File: src/rtl/cpu_fetch_pkg.sv
// Shared definitions for the instruction-fetch front end.
// Holds default widths and reset PC for the fetch unit, plus the queue entry
// layout {ins, next_pc} at those default widths for consumers of the queue.
package cpu_fetch_pkg;

    localparam int unsigned FETCH_ADDR_W   = 7;
    localparam int unsigned FETCH_DATA_W   = 32;
    localparam int unsigned FETCH_RESET_PC = 0;

    // One instruction-queue entry: fetched word and the PC that follows it.
    typedef struct packed {
        logic [FETCH_DATA_W-1:0] ins;
        logic [FETCH_ADDR_W-1:0] next_pc;
    } fetch_entry_t;

endpackage

File: src/rtl/fetch_queue_unit_if.sv
// Handshake bundle of the fetch unit: redirect input, instruction-memory
// request/grant/response channel and the instruction queue head towards ID.
//   master : fetch unit view (drives imem request and ID head)
//   slave  : environment view (memory, ID stage, branch resolution)
interface fetch_queue_unit_if #(
    parameter int unsigned ADDR_W = 7,
    parameter int unsigned DATA_W = 32,
    parameter int unsigned DEPTH  = 4
);
    localparam int unsigned CntW = $clog2(DEPTH) + 1;

    logic              redirect_i;
    logic [ADDR_W-1:0] redirect_pc_i;
    logic              imem_req_o;
    logic [ADDR_W-1:0] imem_addr_o;
    logic              imem_gnt_i;
    logic              imem_rvalid_i;
    logic [DATA_W-1:0] imem_rdata_i;
    logic              id_valid_o;
    logic [DATA_W-1:0] id_ins_o;
    logic [ADDR_W-1:0] id_next_pc_o;
    logic              id_ready_i;
    logic [CntW-1:0]   q_count_o;

    modport master (
        input  redirect_i, redirect_pc_i, imem_gnt_i, imem_rvalid_i, imem_rdata_i, id_ready_i,
        output imem_req_o, imem_addr_o, id_valid_o, id_ins_o, id_next_pc_o, q_count_o
    );

    modport slave (
        output redirect_i, redirect_pc_i, imem_gnt_i, imem_rvalid_i, imem_rdata_i, id_ready_i,
        input  imem_req_o, imem_addr_o, id_valid_o, id_ins_o, id_next_pc_o, q_count_o
    );

endinterface

File: src/rtl/fetch_fifo.sv
// Synchronous FIFO holding fetched instructions for the ID stage.
//   clk_i, rst_i : clock, asynchronous active-high reset
//   push_i/data_i: write one entry (ignored when full unless popping too)
//   pop_i        : remove head (ignored when empty)
//   clear_i      : empty the FIFO; overrides push and pop
//   count_o      : occupancy 0..DEPTH
//   head_o       : head entry, zero when empty
module fetch_fifo #(
    parameter int unsigned DEPTH = 4,
    parameter int unsigned WIDTH = 39
) (
    input  logic                       clk_i,
    input  logic                       rst_i,
    input  logic                       push_i,
    input  logic [WIDTH-1:0]           data_i,
    input  logic                       pop_i,
    input  logic                       clear_i,
    output logic [$clog2(DEPTH):0]     count_o,
    output logic [WIDTH-1:0]           head_o
);
    localparam int unsigned PtrW = $clog2(DEPTH);
    localparam int unsigned CntW = PtrW + 1;

    logic [WIDTH-1:0] mem_q [DEPTH];
    logic [PtrW-1:0]  wr_ptr_q, rd_ptr_q;
    logic [CntW-1:0]  count_q;
    logic             do_push, do_pop;

    assign do_pop  = pop_i && (count_q != '0);
    assign do_push = push_i && ((count_q != CntW'(DEPTH)) || do_pop);

    // DEPTH is a power of two, so pointers wrap by natural overflow.
    always_ff @(posedge clk_i or posedge rst_i) begin
        if (rst_i) begin
            wr_ptr_q <= '0;
            rd_ptr_q <= '0;
            count_q  <= '0;
        end else if (clear_i) begin
            wr_ptr_q <= '0;
            rd_ptr_q <= '0;
            count_q  <= '0;
        end else begin
            if (do_push) wr_ptr_q <= wr_ptr_q + PtrW'(1);
            if (do_pop)  rd_ptr_q <= rd_ptr_q + PtrW'(1);
            count_q <= count_q + CntW'(do_push) - CntW'(do_pop);
        end
    end

    // Storage needs no reset: contents are only visible while count_q != 0.
    always_ff @(posedge clk_i) begin
        if (do_push && !clear_i) mem_q[wr_ptr_q] <= data_i;
    end

    assign count_o = count_q;
    assign head_o  = (count_q != '0) ? mem_q[rd_ptr_q] : '0;

endmodule

File: src/rtl/fetch_queue_unit.sv
// Instruction-fetch front end: issues word addresses to a variable-latency
// instruction memory and queues returned instructions with their PC+1 for ID.
//   clk_i, rst_i : clock, asynchronous active-high reset
//   bus_io       : fetch_queue_unit_if.master
//     redirect_i/redirect_pc_i : flush queue, drop in-flight responses, reload PC
//     imem_req_o/imem_addr_o/imem_gnt_i : request channel (addr = fetch PC)
//     imem_rvalid_i/imem_rdata_i        : in-order response channel
//     id_valid_o/id_ins_o/id_next_pc_o/id_ready_i : queue head towards ID
//     q_count_o : queue occupancy
module fetch_queue_unit
    import cpu_fetch_pkg::*;
#(
    parameter int unsigned ADDR_W   = FETCH_ADDR_W,
    parameter int unsigned DATA_W   = FETCH_DATA_W,
    parameter int unsigned DEPTH    = 4,
    parameter int unsigned MAX_OUT  = 2,
    parameter int unsigned RESET_PC = FETCH_RESET_PC
) (
    input  logic               clk_i,
    input  logic               rst_i,
    fetch_queue_unit_if.master bus_io
);
    localparam int unsigned CntW = $clog2(DEPTH) + 1;
    localparam int unsigned OutW = $clog2(MAX_OUT + 1);

    typedef struct packed {
        logic [DATA_W-1:0] ins;
        logic [ADDR_W-1:0] next_pc;
    } entry_t;

    logic [ADDR_W-1:0] fetch_pc_q, fetch_pc_d;
    logic [ADDR_W-1:0] resp_pc_q, resp_pc_d;
    logic [OutW-1:0]   inflight_q, inflight_d;
    logic [OutW-1:0]   discard_q, discard_d;

    logic [CntW-1:0]   count;
    entry_t            head, push_entry;
    logic [31:0]       committed;
    logic              req, issue, rsp, keep, pop;

    // Slots already promised: queued entries plus responses that will be kept.
    assign committed = 32'(count) + 32'(inflight_q) - 32'(discard_q);

    // Reset gating keeps the request low while the unit is held in reset.
    assign req   = !rst_i && !bus_io.redirect_i && (inflight_q < OutW'(MAX_OUT))
                   && (committed < DEPTH);
    assign issue = req && bus_io.imem_gnt_i;
    // A response with nothing outstanding is a protocol error and is ignored.
    assign rsp   = bus_io.imem_rvalid_i && (inflight_q != '0);
    assign keep  = rsp && (discard_q == '0) && !bus_io.redirect_i;
    assign pop   = bus_io.id_valid_o && bus_io.id_ready_i;

    assign push_entry.ins     = bus_io.imem_rdata_i;
    assign push_entry.next_pc = resp_pc_q + ADDR_W'(1);

    always_comb begin
        fetch_pc_d = fetch_pc_q;
        resp_pc_d  = resp_pc_q;
        inflight_d = inflight_q;
        discard_d  = discard_q;
        if (bus_io.redirect_i) begin
            fetch_pc_d = bus_io.redirect_pc_i;
            resp_pc_d  = bus_io.redirect_pc_i;
            // Everything still outstanding after this cycle belongs to the old path.
            inflight_d = inflight_q - OutW'(rsp);
            discard_d  = inflight_q - OutW'(rsp);
        end else begin
            if (issue) fetch_pc_d = fetch_pc_q + ADDR_W'(1);
            if (rsp) begin
                if (discard_q != '0) discard_d = discard_q - OutW'(1);
                else                 resp_pc_d = resp_pc_q + ADDR_W'(1);
            end
            inflight_d = inflight_q + OutW'(issue) - OutW'(rsp);
        end
    end

    always_ff @(posedge clk_i or posedge rst_i) begin
        if (rst_i) begin
            fetch_pc_q <= ADDR_W'(RESET_PC);
            resp_pc_q  <= ADDR_W'(RESET_PC);
            inflight_q <= '0;
            discard_q  <= '0;
        end else begin
            fetch_pc_q <= fetch_pc_d;
            resp_pc_q  <= resp_pc_d;
            inflight_q <= inflight_d;
            discard_q  <= discard_d;
        end
    end

    fetch_fifo #(
        .DEPTH (DEPTH),
        .WIDTH (DATA_W + ADDR_W)
    ) u_fifo (
        .clk_i   (clk_i),
        .rst_i   (rst_i),
        .push_i  (keep),
        .data_i  (push_entry),
        .pop_i   (pop),
        .clear_i (bus_io.redirect_i),
        .count_o (count),
        .head_o  (head)
    );

    assign bus_io.imem_req_o   = req;
    assign bus_io.imem_addr_o  = fetch_pc_q;
    assign bus_io.id_valid_o   = (count != '0);
    assign bus_io.id_ins_o     = head.ins;
    assign bus_io.id_next_pc_o = head.next_pc;
    assign bus_io.q_count_o    = count;

    rvalid_needs_inflight: assert property (
        @(posedge clk_i) disable iff (rst_i) bus_io.imem_rvalid_i |-> (inflight_q != '0)
    );

endmodule

File: src/flat_wrapper.sv
// flat-port wrapper written by rule: the top's interface ports become plain ports
module fetch_queue_unit_flat import cpu_fetch_pkg::*;
#(
    parameter int unsigned ADDR_W   = FETCH_ADDR_W,
    parameter int unsigned DATA_W   = FETCH_DATA_W,
    parameter int unsigned DEPTH    = 4,
    parameter int unsigned MAX_OUT  = 2,
    parameter int unsigned RESET_PC = FETCH_RESET_PC
)
  (clk_i, rst_i, bus_io_redirect_i, bus_io_redirect_pc_i, bus_io_imem_gnt_i, bus_io_imem_rvalid_i, bus_io_imem_rdata_i, bus_io_id_ready_i, bus_io_imem_req_o, bus_io_imem_addr_o, bus_io_id_valid_o, bus_io_id_ins_o, bus_io_id_next_pc_o, bus_io_q_count_o);
  fetch_queue_unit_if #(.ADDR_W(ADDR_W), .DATA_W(DATA_W), .DEPTH(DEPTH)) bus_io_i ();
  input  logic clk_i;
  input  logic rst_i;
  input wire logic [$bits(bus_io_i.redirect_i)-1:0] bus_io_redirect_i;
  input wire logic [$bits(bus_io_i.redirect_pc_i)-1:0] bus_io_redirect_pc_i;
  input wire logic [$bits(bus_io_i.imem_gnt_i)-1:0] bus_io_imem_gnt_i;
  input wire logic [$bits(bus_io_i.imem_rvalid_i)-1:0] bus_io_imem_rvalid_i;
  input wire logic [$bits(bus_io_i.imem_rdata_i)-1:0] bus_io_imem_rdata_i;
  input wire logic [$bits(bus_io_i.id_ready_i)-1:0] bus_io_id_ready_i;
  output wire logic [$bits(bus_io_i.imem_req_o)-1:0] bus_io_imem_req_o;
  output wire logic [$bits(bus_io_i.imem_addr_o)-1:0] bus_io_imem_addr_o;
  output wire logic [$bits(bus_io_i.id_valid_o)-1:0] bus_io_id_valid_o;
  output wire logic [$bits(bus_io_i.id_ins_o)-1:0] bus_io_id_ins_o;
  output wire logic [$bits(bus_io_i.id_next_pc_o)-1:0] bus_io_id_next_pc_o;
  output wire logic [$bits(bus_io_i.q_count_o)-1:0] bus_io_q_count_o;
  assign bus_io_i.redirect_i = bus_io_redirect_i;
  assign bus_io_i.redirect_pc_i = bus_io_redirect_pc_i;
  assign bus_io_i.imem_gnt_i = bus_io_imem_gnt_i;
  assign bus_io_i.imem_rvalid_i = bus_io_imem_rvalid_i;
  assign bus_io_i.imem_rdata_i = bus_io_imem_rdata_i;
  assign bus_io_i.id_ready_i = bus_io_id_ready_i;
  assign bus_io_imem_req_o = bus_io_i.imem_req_o;
  assign bus_io_imem_addr_o = bus_io_i.imem_addr_o;
  assign bus_io_id_valid_o = bus_io_i.id_valid_o;
  assign bus_io_id_ins_o = bus_io_i.id_ins_o;
  assign bus_io_id_next_pc_o = bus_io_i.id_next_pc_o;
  assign bus_io_q_count_o = bus_io_i.q_count_o;
  fetch_queue_unit #(.ADDR_W(ADDR_W), .DATA_W(DATA_W), .DEPTH(DEPTH), .MAX_OUT(MAX_OUT), .RESET_PC(RESET_PC)) u_core (.clk_i(clk_i), .rst_i(rst_i), .bus_io(bus_io_i));
endmodule
File: config.mk
export PLATFORM = sky130hd
export DESIGN_NAME = fetch_queue_unit_flat
export DESIGN_NICKNAME = d
export VERILOG_FILES = /design/src/rtl/cpu_fetch_pkg.sv /design/src/rtl/fetch_queue_unit_if.sv /design/src/rtl/fetch_fifo.sv /design/src/rtl/fetch_queue_unit.sv /design/src/flat_wrapper.sv
export SDC_FILE = /design/constraint.sdc
export NUM_CORES = 1
export LEC_CHECK = 0
export CAP_MARGIN = 15
export CORE_UTILIZATION = 55
export CTS_CLUSTER_DIAMETER = 80
export DETAILED_ROUTE_END_ITERATION = 8
export GPL_TIMING_DRIVEN = 0
export PLACE_DENSITY_LB_ADDON = 0.08
export SLEW_MARGIN = 20
export SYNTH_ARGS = -nofsm -noshare
export SYNTH_HDL_FRONTEND = slang
export SYNTH_SLANG_ARGS = --single-unit
File: constraint.sdc
create_clock -name clk_i -period 3.7 [get_ports clk_i]
set_clock_uncertainty 0.2 [all_clocks]
set_input_delay 0.37 -clock clk_i [delete_from_list [all_inputs] [get_ports clk_i]]
set_output_delay 0.37 -clock clk_i [all_outputs]
set_load 0.05 [all_outputs]
# Word-level counts from Yosys, hierarchy flattened
# Memory sizes are Yosys's and may differ from the RTL's.
# Index checks and enable logic that the tools add are counted.
# Widths: inputs -> output; s select.
[word_totals]
n_memories = 1
ram_bits = 156
input_bits = 45
elab_cells = 66
register_bits = 25
[op_classes]
reduce_logical = 25
n_eq_ne = 2
mux = 17
add_sub_neg = 12
order_cmp = 2
[mem_list]
columns = ["memory", "depth", "width", "rd", "rd_clocked_by_memory_dff", "wr", "line_no", "rtl"]
rows = [
  ["u_core.u_fifo.mem_q", 4, 39, 1, 0, 1, "fetch_fifo.sv:24", "logic [WIDTH-1:0] mem_q [DEPTH];"],
]
[op_table]
columns = ["op", "n"]
rows = [
  ["$mux 39", 1],
  ["$mux 7", 5],
  ["$lt 32x3->1 const B", 1],
  ["$sub 32x2->32", 1],
  ["$mux 2", 8],
  ["$add 7x1->7 const B", 2],
  ["$reduce_bool 2->1", 7],
  ["$logic_and 1x1->1", 11],
  ["$add 2x1->2 const B", 2],
  ["$add 3x2->4", 1],
  ["$reduce_and 2->1", 2],
  ["$sub 2x1->2", 2],
  ["$add 3x1->3", 1],
  ["$mux 3", 1],
  ["$ne 3x3->1 const B", 1],
  ["$reduce_bool 3->1", 1],
  ["$sub 3x1->3", 1],
  ["$add 2x1->2", 1],
  ["$logic_not 1->1", 2],
  ["$logic_not 2->1", 1],
  ["$lt 2x2->1 const B", 1],
  ["$mux 1", 2],
  ["$ne 2x2->1 const B", 1],
  ["$sub 2x1->2 const B", 1],
  ["$logic_or 1x1->1", 1],
]

# Logic depth before layout (Yosys ltp)
[logic_depth]
word_depth = 8
mapped_depth = 14
ltp_nobuf = 13

# By module
# Synthesis repeated with hierarchy kept, for this count alone.
[hier_totals]
cells_unflattened = 446
hier_area_um2 = 7723.7
[by_module_without_submodules]
columns = ["module", "cells_per_inst", "area_each_um2", "n_inst"]
rows = [
  ["fetch_fifo", 295, 6374.9, 1],
  ["fetch_queue_unit", 151, 1348.8, 1],
]

# Worst setup path before layout
# No wires, ideal clock.
[synth_path]
path_kind = "reg2out"
startpoint = "reg u_core.u_fifo.count_q[0] (netlist: u_core.u_fifo.count_o[0])"
endpoint = "out bus_io_imem_req_o"
arrival_ns = 2.818
slack_ns = 0.312
stages_incl_launch_ff = 11
required_time_ns = 3.130
cell_sequence = "dfrtp_1 -> ha_1 -> fa_1 -> ha_1 -> a21oi_2 -> and2_1 -> ha_1 -> nor4_1 -> and2_1 -> buf_6 -> and2_1"
[synth_between]
elab_chain_len = 4
[synth_rtl]
columns = ["element", "line_no", "rtl"]
rows = [
  ["from (decl)", "fetch_fifo.sv:26", "logic [CntW-1:0] count_q;"],
  ["from (signal assigned)", "fetch_fifo.sv:45", "count_q <= count_q + CntW'(do_push) - CntW'(do_pop);"],
  ["$add 3x2->4", "fetch_queue_unit.sv:42", "assign committed = 32'(count) + 32'(inflight_q) - 32'(discard_q);"],
  ["$sub 32x2->32", "fetch_queue_unit.sv:42", ""],
  ["$lt 32x3->1", "fetch_queue_unit.sv:46", "&& (committed < DEPTH);"],
  ["$logic_and 1x1->1", "fetch_queue_unit.sv:46", ""],
  ["to (decl)", "flat_wrapper.sv:20", "output wire logic [$bits(bus_io_i.imem_req_o)-1:0] bus_io_imem_req_o;"],
]
# No other way between the ends.

# Worst setup path after layout
# Ends and elaborated chain as after synthesis.

==> run summary <==
outcome - complete, no violations
critical path, cell by cell - ha_2 > fa_1 > ha_1 > a21oi_2 > and2_4 > ha_1 > and2_1 > buf_6 > and2_1 > buf_4
Yosys top cell area share - 62.2%
layout cells sized above 1 - 17.3%
vias per inst - 5.56
ys async rst share - 13.8%
Max stage delay on crit path - 0.43 ns
vias in the first global route - 4,211
CTS sink count - 181
TritonRoute pass-1 iters - 4
Worst-path clk slew - 0.07 ns
Syn Area/Cell - 17.8 um^2
Final Hold Fails - 0
Post-DRT Antenna Nets - 0
Area Overhead vs Synth - 25.0%
CTS Root Cell - clkbuf_16
via total after detailed routing - 4,063
largest net degree at the start of global routing - 26
top_reg_cell synth - edfxtp_1
post-DP HPWL - 8.84 mm
CTS buffer count - 17
Final Critical Period - 3.56 ns
final core utilization - 70.8%
final total power - 7110 uW
Worst-Margin Slew - 0.958 ns
GP Congestion - 0.840
die height - 119 um
placed cell count - 698
IO buf count - 95
final WL - 13.5 mm
CTS tree - yes
Slowest cell on crit path - dfrtp_2
final-report setup violation count - 0
Syn. warnings - 0
hold-fix buffer count after cts - 0
Crit Path Max Fanout - 8
#FFs+latches synth - 181
Pleak - 0.00317 uW
Critical Path Start Type - flip-flop
fin cells - 731
final worst-path cycle share - 96.3%
CTS Buffer Depth - 2
residual DRC count - 0
PD cells - 754 nW/um^2
final-report max-slew violation count - 0
row count - 42
die area - 14,200 um^2
headroom to the max-slew limit - 35.8%
GRT Overall Usage - 20.9%
CTS H-tree lvls - 4
initial core utilization - 56.7%
Seq/Total Area, Yosys - 70.5%
synthesized cell area - 7540 um^2
final net count - 603
Max-Cap Viols - 0
core box area - 13,300 um^2
critical path endpoint category - output pin
Peak Freq - 281 MHz
Avg WL per Cell - 18.5 um
initial antenna violation count - 0
Yosys cell types - 45
WP data arrival - 2.99 ns
cells taking the most area after synthesis - edfxtp_1 (62%), mux4_2 (12%), dfrtp_1 (8.3%), and2_1 (3.8%), ha_1 (2.3%)
1st-iter DRT viols - 227
Peak VDD IR - 0.593 mV
crit path kind - reg2out
EDFF count, synth - 156
Worst Path Buf+Inv - 2
clk_lat worst skew - 0.42 ns
grt total ovfl - 0
CP top delay family - adder cells
die width - 119 um
first-pass GRT wire length - 21.7 mm
Syn Inst Count - 423
RSZ-0062 raised after global routing - false
Ant. Diodes - 0
Hold WC Path Type - in2async
worst path required time - 3.13 ns
Post-Syn Nets - 484
num ports - 96
area leader, netlist - edfxtp_1
-- path summary, 6_finish.rpt --
| path | slack [ns] | cells past startpoint | end | startpoint |
|---|---|---|---|---|
| min in group clk_i | 0.35 | 3 | u_core.resp_pc_q[6]$_DFFE_PP0P_ | bus_io_redirect_pc_i[6] |
| setup reg to reg | 0.50 | 12 | u_core.bus_io.imem_addr_o[3]$_DFFE_PP0P_ | u_core.u_fifo.count_o[0]$_DFF_PP0_ |
| max in group asynchronous | 2.63 | 2 | u_core.u_fifo.count_o[0]$_DFF_PP0_ | rst_i |
| hold / removal | 0.18 | 2 | u_core.bus_io.imem_addr_o[2]$_DFFE_PP0P_ | rst_i |
| setup / recovery | 0.14 | 10 | bus_io_imem_req_o | u_core.u_fifo.count_o[0]$_DFF_PP0_ |
| hold reg to reg | 0.36 | 1 | u_core.u_fifo.wr_ptr_q[0]$_DFFE_PP0P_ | u_core.u_fifo.wr_ptr_q[0]$_DFFE_PP0P_ |
-- synthesized netlist by cell type, types with 2 or more instances --
cell	count
nand3_1	7
or3_1	2
xnor2_1	15
ha_1	14
nor4b_1	2
and2_1	46
buf_1	3
o31a_1	2
a31oi_1	2
nor2b_1	6
buf_2	5
mux2i_1	2
xor2_1	5
edfxtp_1	156
inv_1	11
dfrtp_1	25
nand2_1	10
nor4_1	3
o21a_1	2
mux4_2	39
nor3_1	3
nor2_1	17
or2_2	2
o21ai_0	2
a311oi_1	2
a21oi_1	8
fa_1	2
clkbuf_1	9
and4_1	4
o31ai_1	2
-- flip-flops by register name (all words and copies together), names as in the netlist --
name	flops
u_core.resp_pc_q	7
u_core.u_fifo.rd_ptr_q	2
u_core.discard_q	2
u_core.bus_io.imem_addr_o	7
u_core.inflight_q	2
u_core.u_fifo.mem_q	156
u_core.u_fifo.count_o	3
u_core.u_fifo.wr_ptr_q	2
-- layer usage --
metal | track usage, % | up-vias | wire (um)
met5 | 0 | - | 0
met1 | 25.7 | 2061 | 5630
met2 | 36.0 | 116 | 7060
li1 | - | 1873 | -
met3 | 4.84 | 13 | 677
met4 | 7.67 | 0 | 183
-- per-stage QoR --
step	hold slack, ns	instance area [um^2]	setup TNS (ns)	setup WS [ns]
3_5_place_dp	0.343	8820	-0.0177	-0.0177
2_1_floorplan	0.197	7540	0	0.312
3_3_place_gp	0.325	8710	-58.16	-0.383
5_1_grt	0.249	9420	0	0.00729
6_report	0.184	9420	0	0.138
4_1_cts	0.341	9400	0	0.0472
-- worst reg2reg max path, stage by stage (launching register included) --
cell     delay [ns]
dfrtp_2        0.43
ha_2           0.20
fa_1           0.43
ha_1           0.30
a21oi_2        0.08
and2_4         0.14
ha_1           0.16
nor4_1         0.13
and2_1         0.17
buf_6          0.13
nand2_4        0.07
or4_1          0.48
a31oi_1        0.19
-- report_power, final --
group / internal (uW) / switching, uW
registers: 2360 / 87.0
clock network: 997 / 760
logic: 1120 / 1780
-- layout by cell type (no fill, tap or decap), types with 3 or more instances in the layout --
cell             netlist  routed
a21oi_1                8       8
and2_1                46      41
and2_2                 0       4
and4_1                 4       4
buf_1                  3       3
buf_16                 0       4
buf_2                  5       5
clkbuf_1               9       9
clkbuf_16              0      17
clkdlybuf4s50_1        0      94
clkinv_2               0       3
clkinv_4               0       4
clkinvlp_4             0       4
dfrtp_1               25      24
edfxtp_1             156     156
ha_1                  14      13
inv_1                 11      10
mux4_2                39      39
nand2_1               10      10
nand3_1                7       7
nor2_1                17      17
nor2b_1                6       6
nor3_1                 3       3
nor4_1                 3       3
xnor2_1               15      15
xor2_1                 5       5
-- layout make-up --
class	count	area, um^2
clock buffer	17	425
timing repair buffer	100	1070
fill	854	3880
clock inverter	15	158
inverter	12	45.0
tap	176	220
multi-input combinational	212	2110
sequential	181	5310
buffer	18	81.3
-- cell families (layout without fill, tap and decap cells) --
kind of cell             count (synthesis)  count (layout)  share of synthesized area (%)
AO/OA/AOI/OAI                           26              26                           2.31
XOR/XNOR                                21              21                           2.54
adder cells (fa/ha/maj)                 16              16                           2.86
buffers and inverters                   30             162                           1.68
flip-flops                             181             181                           70.5
multiplexers                            41              41                           11.9
AND/OR/NAND/NOR                        108             108                           8.25
-- repair_timing --
action,4_1_cts,5_1_grt
setup buffers,0,1
endpoints found under the hold margin,0,0
setup endpoints to repair,1,1
pin swaps,0,1
gates resized for setup,5,5
No activity file was read; power rests on OpenSTA's default activity.
